**config.mk**
```make
export PLATFORM = sky130hd
export DESIGN_NAME = bist_chain_ctrl_flat
export DESIGN_NICKNAME = d
export VERILOG_FILES = /design/src/rtl/bist_chain_ctrl_pkg.sv /design/src/rtl/bist_chain_ctrl_if.sv /design/src/rtl/bist_chain_ctrl_bit_counter.sv /design/src/rtl/bist_chain_ctrl.sv /design/src/flat_wrapper.sv
export SDC_FILE = /design/constraint.sdc
export NUM_CORES = 1
export LEC_CHECK = 0
export BUFFER_PORTS_ARGS = -buffer_cell sky130_fd_sc_hd__clkbuf_2
export CAP_MARGIN = 15
export CORE_MARGIN = 10
export CORE_UTILIZATION = 58
export DETAILED_ROUTE_END_ITERATION = 6
export GPL_TIMING_DRIVEN = 0
export PLACE_DENSITY_LB_ADDON = 0.05
export SLEW_MARGIN = 20
export SYNTH_ARGS = -nofsm -noshare
export SYNTH_HDL_FRONTEND = slang
export SYNTH_SLANG_ARGS = --single-unit
```
**constraint.sdc**
```tcl
create_clock -name clk -period 3.16 [get_ports clk]
set_input_delay 0.158 -clock clk [delete_from_list [all_inputs] [get_ports clk]]
set_output_delay 0.158 -clock clk [all_outputs]
set_load 0.1 [all_outputs]
```
**src/rtl/bist_chain_ctrl_pkg.sv**
```systemverilog
// Shared encodings and helpers for the BIST chain sequencer.
package bist_ctrl_pkg;

  typedef enum logic [1:0] {
    OP_RESET   = 2'b00,
    OP_CAPTURE = 2'b01,
    OP_SHIFT   = 2'b10,
    OP_UPDATE  = 2'b11
  } op_e;

  typedef logic [2:0] state_t;

  localparam state_t IDLE  = 3'd0;
  localparam state_t RST   = 3'd1;
  localparam state_t SETUP = 3'd2;
  localparam state_t PULSE = 3'd3;
  localparam state_t HOLD  = 3'd4;
  localparam state_t DONE  = 3'd5;

  // Bits needed to hold 0..n-1, never less than one.
  function automatic int cnt_width(input int n);
    int w;
    w = 1;
    for (int i = 1; i < 31; i++) begin
      if ((1 << i) < n) w = i + 1;
    end
    return w;
  endfunction

endpackage

```
**src/rtl/bist_chain_ctrl_if.sv**
```systemverilog
// Host command/response bus of the BIST chain sequencer.
interface bist_chain_ctrl_if #(
  parameter int CHAIN_LEN = 8
) ();

  logic                 cmd_valid;
  logic                 cmd_ready;
  logic [1:0]           cmd_op;
  logic [CHAIN_LEN-1:0] cmd_data;
  logic                 rsp_valid;
  logic [CHAIN_LEN-1:0] rsp_data;
  logic                 busy;

  modport master (
    output cmd_valid,
    output cmd_op,
    output cmd_data,
    input  cmd_ready,
    input  rsp_valid,
    input  rsp_data,
    input  busy
  );

  modport slave (
    input  cmd_valid,
    input  cmd_op,
    input  cmd_data,
    output cmd_ready,
    output rsp_valid,
    output rsp_data,
    output busy
  );

endinterface

```
**src/rtl/bist_chain_ctrl_bit_counter.sv**
```systemverilog
// Loadable down-counter with terminal-count flag; times the shift loop and the reset hold.
module bist_bit_counter #(
  parameter int WIDTH = 3
) (
  input  logic             clk,
  input  logic             srst,
  input  logic             load,
  input  logic [WIDTH-1:0] load_val,
  input  logic             dec,
  output logic             tc
);

  logic [WIDTH-1:0] count_reg;

  always_ff @(posedge clk) begin
    if (srst) begin
      count_reg <= '0;
    end else if (load) begin
      count_reg <= load_val;
    end else if (dec && (count_reg != '0)) begin
      count_reg <= count_reg - 1'b1;
    end
  end

  assign tc = (count_reg == '0);

endmodule

```
**src/rtl/bist_chain_ctrl.sv**
```systemverilog
// Sequencer driving one chain of BIST register cells: reset, capture, shift and update commands.
module bist_chain_ctrl
  import bist_ctrl_pkg::*;
#(
  parameter int CHAIN_LEN  = 8,
  parameter int RST_CYCLES = 2
) (
  input  logic             clk,
  input  logic             reset,
  bist_chain_ctrl_if.slave host,
  output logic             Shift_DR,
  output logic             BIST_Sh_t_clk,
  output logic             BIST_Com_t_clk,
  output logic             Test_Log_Res,
  output logic             chain_si,
  input  logic             chain_so
);

  localparam int CNT_MAX = (CHAIN_LEN > RST_CYCLES) ? CHAIN_LEN : RST_CYCLES;
  localparam int CNT_W   = cnt_width(CNT_MAX);

  state_t               state_reg, state_next;
  op_e                  op_reg;
  logic [CHAIN_LEN-1:0] tx_reg;
  logic [CHAIN_LEN-1:0] rx_reg;
  logic [CHAIN_LEN-1:0] rsp_data_reg;
  logic                 cmd_ready_reg;
  logic                 busy_reg;
  logic                 rsp_valid_reg;
  logic                 shift_dr_reg;
  logic                 sh_t_reg;
  logic                 com_t_reg;
  logic                 tlr_reg;
  logic                 chain_si_reg;

  logic                 accept;
  logic                 cnt_load;
  logic                 cnt_dec;
  logic [CNT_W-1:0]     cnt_load_val;
  logic                 cnt_tc;
  logic                 in_bit_window;

  assign accept = host.cmd_valid && cmd_ready_reg;

  bist_bit_counter #(
    .WIDTH (CNT_W)
  ) u_bit_cnt (
    .clk      (clk),
    .srst     (reset),
    .load     (cnt_load),
    .load_val (cnt_load_val),
    .dec      (cnt_dec),
    .tc       (cnt_tc)
  );

  always_comb begin
    state_next   = state_reg;
    cnt_load     = 1'b0;
    cnt_dec      = 1'b0;
    cnt_load_val = '0;
    case (state_reg)
      IDLE: begin
        if (accept) begin
          cnt_load = 1'b1;
          if (op_e'(host.cmd_op) == OP_RESET) begin
            state_next   = RST;
            cnt_load_val = CNT_W'(RST_CYCLES - 1);
          end else begin
            state_next   = SETUP;
            cnt_load_val = CNT_W'(CHAIN_LEN - 1);
          end
        end
      end
      RST: begin
        if (cnt_tc) state_next = DONE;
        else        cnt_dec    = 1'b1;
      end
      SETUP: state_next = PULSE;
      PULSE: state_next = HOLD;
      HOLD: begin
        // Only SHIFT loops; CAPTURE/UPDATE are a single strobe.
        if ((op_reg == OP_SHIFT) && !cnt_tc) begin
          cnt_dec    = 1'b1;
          state_next = SETUP;
        end else begin
          state_next = DONE;
        end
      end
      DONE:    state_next = IDLE;
      default: state_next = IDLE;
    endcase
  end

  assign in_bit_window = (state_reg == SETUP) || (state_reg == PULSE) || (state_reg == HOLD);

  // Cell-facing outputs are registered from the current state, so every strobe
  // and its setup/hold window lag the state by one cycle with identical spacing.
  always_ff @(posedge clk) begin
    if (reset) begin
      state_reg     <= IDLE;
      op_reg        <= OP_RESET;
      tx_reg        <= '0;
      rx_reg        <= '0;
      rsp_data_reg  <= '0;
      cmd_ready_reg <= 1'b0;
      busy_reg      <= 1'b0;
      rsp_valid_reg <= 1'b0;
      shift_dr_reg  <= 1'b0;
      sh_t_reg      <= 1'b0;
      com_t_reg     <= 1'b0;
      tlr_reg       <= 1'b0;
      chain_si_reg  <= 1'b0;
    end else begin
      state_reg     <= state_next;
      cmd_ready_reg <= (state_next == IDLE);
      busy_reg      <= (state_next != IDLE);

      if (accept) begin
        op_reg <= op_e'(host.cmd_op);
        tx_reg <= host.cmd_data;
      end else if (state_reg == HOLD) begin
        tx_reg <= {tx_reg[CHAIN_LEN-2:0], 1'b0};
      end

      if ((state_reg == SETUP) && (op_reg == OP_SHIFT)) begin
        rx_reg       <= {rx_reg[CHAIN_LEN-2:0], chain_so};
        chain_si_reg <= tx_reg[CHAIN_LEN-1];
      end else if (state_reg == DONE) begin
        chain_si_reg <= 1'b0;
      end

      shift_dr_reg  <= in_bit_window && (op_reg == OP_SHIFT);
      sh_t_reg      <= (state_reg == PULSE) && ((op_reg == OP_SHIFT) || (op_reg == OP_CAPTURE));
      com_t_reg     <= (state_reg == PULSE) && (op_reg == OP_UPDATE);
      tlr_reg       <= (state_reg == RST);
      rsp_valid_reg <= (state_reg == DONE);

      if ((state_reg == DONE) && (op_reg == OP_SHIFT)) begin
        rsp_data_reg <= rx_reg;
      end
    end
  end

  assign host.cmd_ready = cmd_ready_reg;
  assign host.busy      = busy_reg;
  assign host.rsp_valid = rsp_valid_reg;
  assign host.rsp_data  = rsp_data_reg;

  assign Shift_DR       = shift_dr_reg;
  assign BIST_Sh_t_clk  = sh_t_reg;
  assign BIST_Com_t_clk = com_t_reg;
  assign Test_Log_Res   = tlr_reg;
  assign chain_si       = chain_si_reg;

endmodule

```
**src/flat_wrapper.sv**
```systemverilog
// flat-port wrapper written by rule: the top's interface ports become plain ports
module bist_chain_ctrl_flat import bist_ctrl_pkg::*;
#(
  parameter int CHAIN_LEN  = 8,
  parameter int RST_CYCLES = 2
)
  (clk, reset, Shift_DR, BIST_Sh_t_clk, BIST_Com_t_clk, Test_Log_Res, chain_si, chain_so, host_cmd_valid, host_cmd_op, host_cmd_data, host_cmd_ready, host_rsp_valid, host_rsp_data, host_busy);
  bist_chain_ctrl_if #(.CHAIN_LEN(CHAIN_LEN)) host_i ();
  input  logic clk;
  input  logic reset;
  output logic Shift_DR;
  output logic BIST_Sh_t_clk;
  output logic BIST_Com_t_clk;
  output logic Test_Log_Res;
  output logic chain_si;
  input  logic chain_so;
  input wire logic [$bits(host_i.cmd_valid)-1:0] host_cmd_valid;
  input wire logic [$bits(host_i.cmd_op)-1:0] host_cmd_op;
  input wire logic [$bits(host_i.cmd_data)-1:0] host_cmd_data;
  output wire logic [$bits(host_i.cmd_ready)-1:0] host_cmd_ready;
  output wire logic [$bits(host_i.rsp_valid)-1:0] host_rsp_valid;
  output wire logic [$bits(host_i.rsp_data)-1:0] host_rsp_data;
  output wire logic [$bits(host_i.busy)-1:0] host_busy;
  assign host_i.cmd_valid = host_cmd_valid;
  assign host_i.cmd_op = host_cmd_op;
  assign host_i.cmd_data = host_cmd_data;
  assign host_cmd_ready = host_i.cmd_ready;
  assign host_rsp_valid = host_i.rsp_valid;
  assign host_rsp_data = host_i.rsp_data;
  assign host_busy = host_i.busy;
  bist_chain_ctrl #(.CHAIN_LEN(CHAIN_LEN), .RST_CYCLES(RST_CYCLES)) u_core (.clk(clk), .reset(reset), .host(host_i), .Shift_DR(Shift_DR), .BIST_Sh_t_clk(BIST_Sh_t_clk), .BIST_Com_t_clk(BIST_Com_t_clk), .Test_Log_Res(Test_Log_Res), .chain_si(chain_si), .chain_so(chain_so));
endmodule
```
# Word level (Yosys, flattened, before mapping)

Index checks and enable logic that the tools add are counted.

Register bits after elaboration: 40
Input bits: 14
Output and inout port bits: 16
Word-level logic and storage cells: 63

Add/subtract/negate cells: 1
Eq/ne operators: 8
Multiplexer cells: 19
Reductions and logical operators: 21

Operators with widths:

| kind                | number |
|---|---|
| $mux 3              | 8 |
| $mux 8              | 2 |
| $pmux 3 s5          | 1 |
| $logic_not 3->1     | 3 |
| $logic_and 1x1->1   | 8 |
| $eq 3x2->1 const B  | 2 |
| $eq 3x3->1 const B  | 2 |
| $mux 1              | 6 |
| $reduce_bool 2->1   | 3 |
| $reduce_bool 3->1   | 2 |
| $eq 2x2->1 const B  | 2 |
| $eq 3x1->1 const B  | 1 |
| $logic_or 1x1->1    | 3 |
| $sub 3x1->3 const B | 1 |
| $eq 2x1->1 const B  | 1 |
| $logic_not 2->1     | 1 |
| $mux 2              | 1 |
| $pmux 1 s2          | 1 |
| $logic_not 1->1     | 1 |

# Logic depth before layout (Yosys ltp)

Gate-level depths: netlist of the first run.

Word-level depth: 8
Depth in mapped cells: 7

# Modules after synthesis

Synthesis of the first run repeated with hierarchy kept, for this count alone.

Cell total of the unflattened synthesis: 197
Area total of the unflattened synthesis: 1705.4 um2

Modules (own cells, without submodules):

| module           | instances | cells each | area an instance (um2) |
|---|---|---|---|
| bist_chain_ctrl  | 1         | 176        | 1522.7 |
| bist_bit_counter | 1         | 21         | 182.7 |

# Least setup slack after synthesis of the first run

Ideal clock, no wire load.

Path type: reg2reg
Start point: reg u_core.cmd_ready_reg, in the netlist u_core.host.cmd_ready
End point: reg u_core.tx_reg[4]
Arrival: 1.811 ns
Required time: 3.072 ns
Path slack: 1.261 ns
Cell stages (with the launch flop): 5
Path buffers: 1
Clock period less this slack: 1.899 ns
Cells stage by stage: dfxtp_1 and2_1 clkbuf_1 nand2_1 a311oi_2

Cells in the longest elaborated chain, start to end: 2
Elaborated cells on any way between the ends: 3
Classes of those cells: 1 x mux; 2 x reduce/logical

RTL lines:

| element                                            | line                   | RTL |
|---|---|---|
| from (decl)                                        | bist_chain_ctrl.sv:27  | `logic cmd_ready_reg;` |
| from (signal assigned)                             | bist_chain_ctrl.sv:115 | `cmd_ready_reg <= (state_next == IDLE);` |
| $logic_and 1x1->1 (*)                              | bist_chain_ctrl.sv:43  | `assign accept = host.cmd_valid && cmd_ready_reg;` |
| $mux 8 / $reduce_bool 2->1 (equally long branches) | --                     |  |
| to (signal assigned)                               | bist_chain_ctrl.sv:120 | `tx_reg <= host.cmd_data;` |
| to (signal assigned)                               | bist_chain_ctrl.sv:122 | `tx_reg <= {tx_reg[CHAIN_LEN-2:0], 1'b0};` |
| to (decl)                                          | bist_chain_ctrl.sv:24  | `logic [CHAIN_LEN-1:0] tx_reg;` |

Every way passes the cells marked *; elsewhere a longest branch is shown, timed or not.
A chain may end at the register's enable or synchronous reset.

# Final worst setup path of the first run

Start point: reg u_core.u_bit_cnt.count_reg[0]
End point: reg u_core.u_bit_cnt.count_reg[2]

Cells in the longest elaborated chain, start to end: 7
Elaborated cells on any way between the ends: 12
Classes of those cells: 1 x add/sub; 5 x mux; 6 x reduce/logical

RTL lines:

| element                     | line                              | RTL |
|---|---|---|
| from (decl)                 | bist_chain_ctrl_bit_counter.sv:13 | `logic [WIDTH-1:0] count_reg;` |
| from (signal assigned)      | bist_chain_ctrl_bit_counter.sv:19 | `count_reg <= load_val;` |
| from (signal assigned)      | bist_chain_ctrl_bit_counter.sv:21 | `count_reg <= count_reg - 1'b1;` |
| $logic_not 3->1             | bist_chain_ctrl_bit_counter.sv:25 | `assign tc = (count_reg == '0);` |
| $logic_not 1->1             | bist_chain_ctrl.sv:82             | `if ((op_reg == OP_SHIFT) && !cnt_tc) begin` |
| $logic_and 1x1->1           | bist_chain_ctrl.sv:82             |  |
| $mux 1                      | bist_chain_ctrl.sv:82             |  |
| $pmux 1 s2                  | bist_chain_ctrl.sv:61             | `case (state_reg)` |
| $logic_and 1x1->1           | bist_chain_ctrl_bit_counter.sv:20 | `end else if (dec && (count_reg != '0)) begin` |
| $reduce_bool 2->1 (no line) | --                                |  |

Parallel ways exist; a longest one is shown, timed or not. The select of a mux whose other input is x is not followed.

==> impl_metrics.yaml, run 1 <==
sta:
  finalSetupViolCount: 0
  final-hold-violation-count: 0
  maxSlewViolCount: 0
  relSlewSlack: 0.6331
  period_share: 0.5630
  max_freq_mhz: 562.1
  rsz0062_at_grt: "no"
  tns_ns: 0
  skew_ns: 0.01320
  timing.final.crit_period_ns: 1.779
  worstMarginPinSlew_ns: 0.5527
hold_path:
  hold_depth: 3
  hold_path.class: "in -> reg"
  min_from: "chain_so"
  hold_end: "u_core.rx_reg[0]$_SDFFE_PP0P_"
clock_network:
  cts_setup_buffers: 0
  htreeDepth: 2
  postCtsResizedCells: 0
  tritoncts: "done"
  numClockSinks: 40
  insertion_delay_ns: 0.36
  cts_root_buf: "clkbuf_4"
  clockBufferDepth: 2
  cts-buffers-inserted: 5
  cts.clk_slew.worst_paths_ns: 0.12
route:
  routed.top_layer: "met4"
  wl_per_cell_um: 13.45
  first_pass_iters: 4
  wl_met1_mm: 1.695
  postRouteAntennaNets: 0
  drt_drc_violations_left: 0
  drt-total-wl_mm: 3.699
  drtIter0Drc: 72
  wl_met2_mm: 1.717
  routed-wl-met3_um: 221
  viasPerCell: 5.509
  vias: 1515
worst_setup_path:
  r2r_cells: 7
  r2r-start: "u_core.u_bit_cnt.count_reg[0]$_SDFFE_PP0P_"
  cpPeakStageDelay_ns: 0.36
  cpMostUsedCell: "ha_1"
  cp_slowest_cell: "dfxtp_1"
  cp_max_fo: 4
  path_delay_family: "compound AO/OA/AOI/OAI gates"
  end_kind: "flop"
  arrival_ns: 2.04
  r2r_slack_ns: 1.38
  path_class: "reg -> reg"
  cp_cell_sequence: "inv_1 > ha_1 > ha_1 > nor2_1 > a21boi_1 > nand2_1 > a31o_2"
  crit_path_start_kind: "flop"
  crit_buf_inv: 1
  reg2reg_to: "u_core.u_bit_cnt.count_reg[2]$_SDFFE_PP0P_"
  required_ns: 3.42
yosys:
  synth-seq-area-share: 0.4661
  synth_top_area_share: 0.4661
  synth.avg_cell_area_um2: 8.339
  ys_top_cells_by_count: "nand2_1 (58), dfxtp_1 (40), a21oi_1 (23), nor2_1 (14), clkbuf_1 (8)"
  synth-async-reset-ratio: 0
  ys.flop_type: "dfxtp_1"
  syn-num-nets: 224
  syn_inst: 206
  syn_area_mm2: 0.001718
  yosys.cell_count.top_type: "nand2_1"
  synth_edf_count: 0
  synth.distinct_cells: 40
  ys_seq_elements: 40
  synth_area_leaders: "dfxtp_1 (47%), nand2_1 (13%), a21oi_1 (6.7%)"
  synth_top_cell_by_area: "dfxtp_1"
  yosys_warnings: 0
floorplanning:
  die_h_um: 74.43
  initial_core_util: 0.6124
  io_pins: 30
  dieArea_mm2: 0.005539
  rows: 19
  die_x_um: 74.43
  core_mm2: 0.002805
grt:
  grt_pass1_vias: 1331
  antenna_found_initial: 0
  grt_pass1_wl_mm: 6.003
  grt_start_max_net_pins: 14
  grtUsageTotal: 0.1377
  gr-total-overflow: 0
power:
  totalPowerFinal_uw: 1629
  power_leakage_uw: 0.0007875
  power_density_mw_per_mm2: 817.7
  ir_worst_vdd_mv: 0.6661
finish:
  final_cells: 275
  seq_area_um2: 800.8
  antenna_cells: 0
  drive_gt1_frac: 0.2131
  multi_input_area_um2: 819.5
  fill_cells: 236
  final_core_util: 0.7101
  nNetsFinal: 261
  syn_to_final_growth_pct: 15.95
placement:
  hpwl_mm: 2.772
  gp_congestion: 0.8020
  dp_cells: 266
  portBuffers: 29
flow_run:
  cap_violations: 0
outcome:
  outcome: "finished clean"
-- cell type report --
class,instances,share of cell area
Sequential cell,40,0.4020
Buffer,14,0.04146
Tap cell,31,0.01947
Inverter,4,0.007538
Timing Repair Buffer,30,0.07789
Multi-Input combinational cell,148,0.4114
Clock buffer,5,0.01884
Clock inverter,3,0.02136
-- metrics by stage --
stage | setup slack, ns | hold WS (ns) | area, µm²
floorplan | 1.261 | 0.2477 | 1718
global placement | 1.461 | 0.3831 | 1902
detailed placement | 1.411 | 0.3895 | 1902
CTS | 1.392 | 0.003358 | 1992
global route | 1.275 | 0.0009395 | 1992
finish | 1.381 | 0.007432 | 1992
-- where the power goes --
part | switching [µW] | internal (µW) | total [µW]
clock network | 173 | 165 | 338
logic | 400 | 238 | 638
registers | 53.7 | 599 | 653
-- layer usage --
layer | track usage | vias to the layer above
li1 | - | 769
met1 | 0.1628 | 699
met2 | 0.2229 | 39
met3 | 0.04388 | 8
met4 | 0.06303 | 0
met5 | 0 | -
-- layout by cell type (no fill, tap or decap), types with 2 or more instances in the layout --
master | Yosys | final
nand2_1 | 58 | 58
dfxtp_1 | 40 | 40
clkbuf_2 | 0 | 29
a21oi_1 | 23 | 23
nor2_1 | 14 | 14
clkbuf_1 | 8 | 8
clkbuf_4 | 0 | 5
inv_1 | 4 | 4
nor2b_1 | 4 | 4
a311oi_1 | 4 | 4
nor3_1 | 4 | 4
ha_1 | 4 | 4
nand3b_1 | 3 | 3
nor2_2 | 3 | 3
a311oi_2 | 3 | 3
nand2b_1 | 3 | 3
nor3b_1 | 3 | 3
buf_2 | 2 | 2
and3b_1 | 2 | 2
nand3_1 | 2 | 2
-- tightest hold or removal path: cells and delay by family --
family	cells	cell delay, ns
AND/OR/NAND/NOR	1	0.04
buffers and inverters	1	0.08
AO/OA/AOI/OAI	1	0.05
-- worst max path at each step --
stage / startpoint / to / slack (ns) / depth (start not counted)
final: u_core.u_bit_cnt.count_reg[0]$_SDFFE_PP0P_ / u_core.u_bit_cnt.count_reg[2]$_SDFFE_PP0P_ / 1.38 / 7
after CTS: u_core.u_bit_cnt.count_reg[0]$_SDFFE_PP0P_ / u_core.u_bit_cnt.count_reg[2]$_SDFFE_PP0P_ / 1.39 / 7
after floorplan: u_core.host.cmd_ready$_SDFF_PP0_ / u_core.tx_reg[4]$_SDFFE_PP0P_ / 1.26 / 4
after global routing: u_core.op_reg[0]$_SDFFE_PP0P_ / u_core.u_bit_cnt.count_reg[2]$_SDFFE_PP0P_ / 1.28 / 7
after global placement: u_core.u_bit_cnt.count_reg[0]$_SDFFE_PP0P_ / u_core.u_bit_cnt.count_reg[2]$_SDFFE_PP0P_ / 1.46 / 7
after detailed placement: u_core.u_bit_cnt.count_reg[0]$_SDFFE_PP0P_ / u_core.u_bit_cnt.count_reg[2]$_SDFFE_PP0P_ / 1.41 / 7
-- logic make-up after synthesis --
kind of cell	share of synthesized area
AOI/OAI and AO/OA	0.1617
buffers and inverters	0.05681
and+or+nand+nor	0.2753
xor gates and xnor gates	0.005099
DFF	0.4661
adders and majority gates	0.02913
muxes	0.005827
-- repair_timing --
item | CTS | global route
endpoints found under the hold margin | 1 | 0
setup endpoints to repair | 0 | 0
hold buffers | 1 | 0
Power figures use the tool's default switching activity.
==> run 2: changes to the inputs <==
Settings changed: CORE_UTILIZATION 58 to 54.
Clock period 3.16 ns to 1.81 ns, I/O delays scaled along.
==> impl_metrics.yaml, run 2 (synthesized netlist as in run 1, its figures left out) <==
finish:
  finish.instance_area_mm2: 0.002120
  final_core_util: 0.6943
  final_cells: 298
  antenna_cells: 0
  nNetsFinal: 271
  layout_commonest_cell: "nand2_1"
  drive_gt1_frac: 0.2126
  mostFrequentLayoutCells: "nand2_1 (58), dfxtp_1 (39), clkbuf_2 (29), a21oi_1 (23), nor2_1 (14)"
  syn_to_final_growth_pct: 23.38
grt:
  grt_pass1_vias: 1513
  gr-total-overflow: 0
  grt_pass1_wl_mm: 6.699
  grtUsageTotal: 0.1373
  antenna_found_initial: 0
  grt_start_max_net_pins: 14
clock_network:
  insertion_delay_ns: 0.35
  numClockSinks: 40
  cts-buffers-inserted: 5
  clockBufferDepth: 2
  cts_root_buf: "clkbuf_4"
  htreeDepth: 2
  cts.clk_slew.worst_paths_ns: 0.12
  tritoncts: "done"
placement:
  dp_cells: 279
  hpwl_mm: 2.899
  gp_congestion: 0.7831
  portBuffers: 29
  place_area_mm2: 0.001919
hold_path:
  hold_path.class: "in -> reg"
sta:
  relSlewSlack: 0.6343
  timing.final.crit_period_ns: 1.710
  hold_ws_ns: 0.2254
  final-hold-violation-count: 0
  maxSlewViolCount: 0
  skew_ns: 0.01136
  max_freq_mhz: 584.8
  finalSetupViolCount: 0
  period_share: 0.9448
  worstMarginPinSlew_ns: 0.5508
floorplanning:
  die_x_um: 76.40
  io_pins: 30
  dieArea_mm2: 0.005837
  rows: 20
  core_mm2: 0.003053
  die_h_um: 76.40
  initial_core_util: 0.5627
route:
  drt-total-wl_mm: 4.021
  postRouteAntennaNets: 0
  drt_drc_violations_left: 0
  first_pass_iters: 4
  viasPerCell: 5.121
  vias: 1526
  drtIter0Drc: 91
  wl_per_cell_um: 13.49
worst_setup_path:
  path_class: "reg -> reg"
  cp_max_fo: 4
  required_ns: 2.06
  crit_path_start_kind: "flop"
  arrival_ns: 1.96
  end_kind: "flop"
outcome:
  outcome: "finished clean"
power:
  totalPowerFinal_uw: 2896
  ir_worst_vdd_mv: 1.157
  power_density_mw_per_mm2: 1367
  power_leakage_uw: 0.0008326
flow_run:
  cap_violations: 0
[run 2: routing by layer]
metal,GRT usage,vias to the layer above,routed length [µm]
met5,0,-,0
met3,0.04835,7,215
met1,0.1489,696,1718
li1,-,784,-
met2,0.2398,39,2018
met4,0.05019,0,68
[run 2: cell type report]
class	count	area [µm²]
multi-input cells	148	823.3
clock buffers	5	37.54
repair buffers	41	265.3
plain buffers	13	78.83
well taps	44	55.05
flip-flops and latches	40	802.0
clock inverters	3	42.54
fillers	265	933.4
inverters	4	15.01
[run 2: worst paths after layout]
| check | startpoint | endpoint | slack (ns) | cells past startpoint |
|---|---|---|---|---|
| worst max-delay path | u_core.u_bit_cnt.count_reg[0]$_SDFFE_PP0P_ | u_core.u_bit_cnt.count_reg[2]$_SDFFE_PP0P_ | 0.1 | 7 |
| worst min-delay path | host_cmd_valid | u_core.u_bit_cnt.count_reg[0]$_SDFFE_PP0P_ | 0.23 | 4 |
| worst max register to register | u_core.u_bit_cnt.count_reg[0]$_SDFFE_PP0P_ | u_core.u_bit_cnt.count_reg[2]$_SDFFE_PP0P_ | 0.1 | 7 |
| worst min register to register | u_core.host.rsp_data[4]$_SDFFE_PP0P_ | u_core.host.rsp_data[4]$_SDFFE_PP0P_ | 0.46 | 2 |
[run 2: timing repair]
item,in CTS,in global routing
resized for setup,0,1
hold buffers,11,1
setup endpoints to repair,0,3
endpoints found under the hold margin,11,1
setup buffers,0,0
[run 2: critical path, cell delays in order (launching register included)]
cell	delay (ns)
dfxtp_1	0.36
inv_1	0.06
ha_1	0.21
ha_1	0.22
nor2_1	0.21
a21boi_2	0.26
nand2_1	0.07
a31o_2	0.23
[run 2: power by group]
| part | leakage [µW] | switching (µW) | total [µW] | internal [µW] |
|---|---|---|---|---|
| combinational | 0.000466 | 726 | 1170 | 439 |
| sequential | 0.000325 | 90.0 | 1140 | 1050 |
| clock | 0.0000412 | 306 | 594 | 288 |
[run 2: per-stage QoR]
step	setup TNS, ns	setup slack (ns)
6_report	0	0.09989
3_3_place_gp	0	0.1066
3_5_place_dp	0	0.03316
2_1_floorplan	0	0.2185
4_1_cts	0	0.01665
5_1_grt	-0.01898	-0.01178
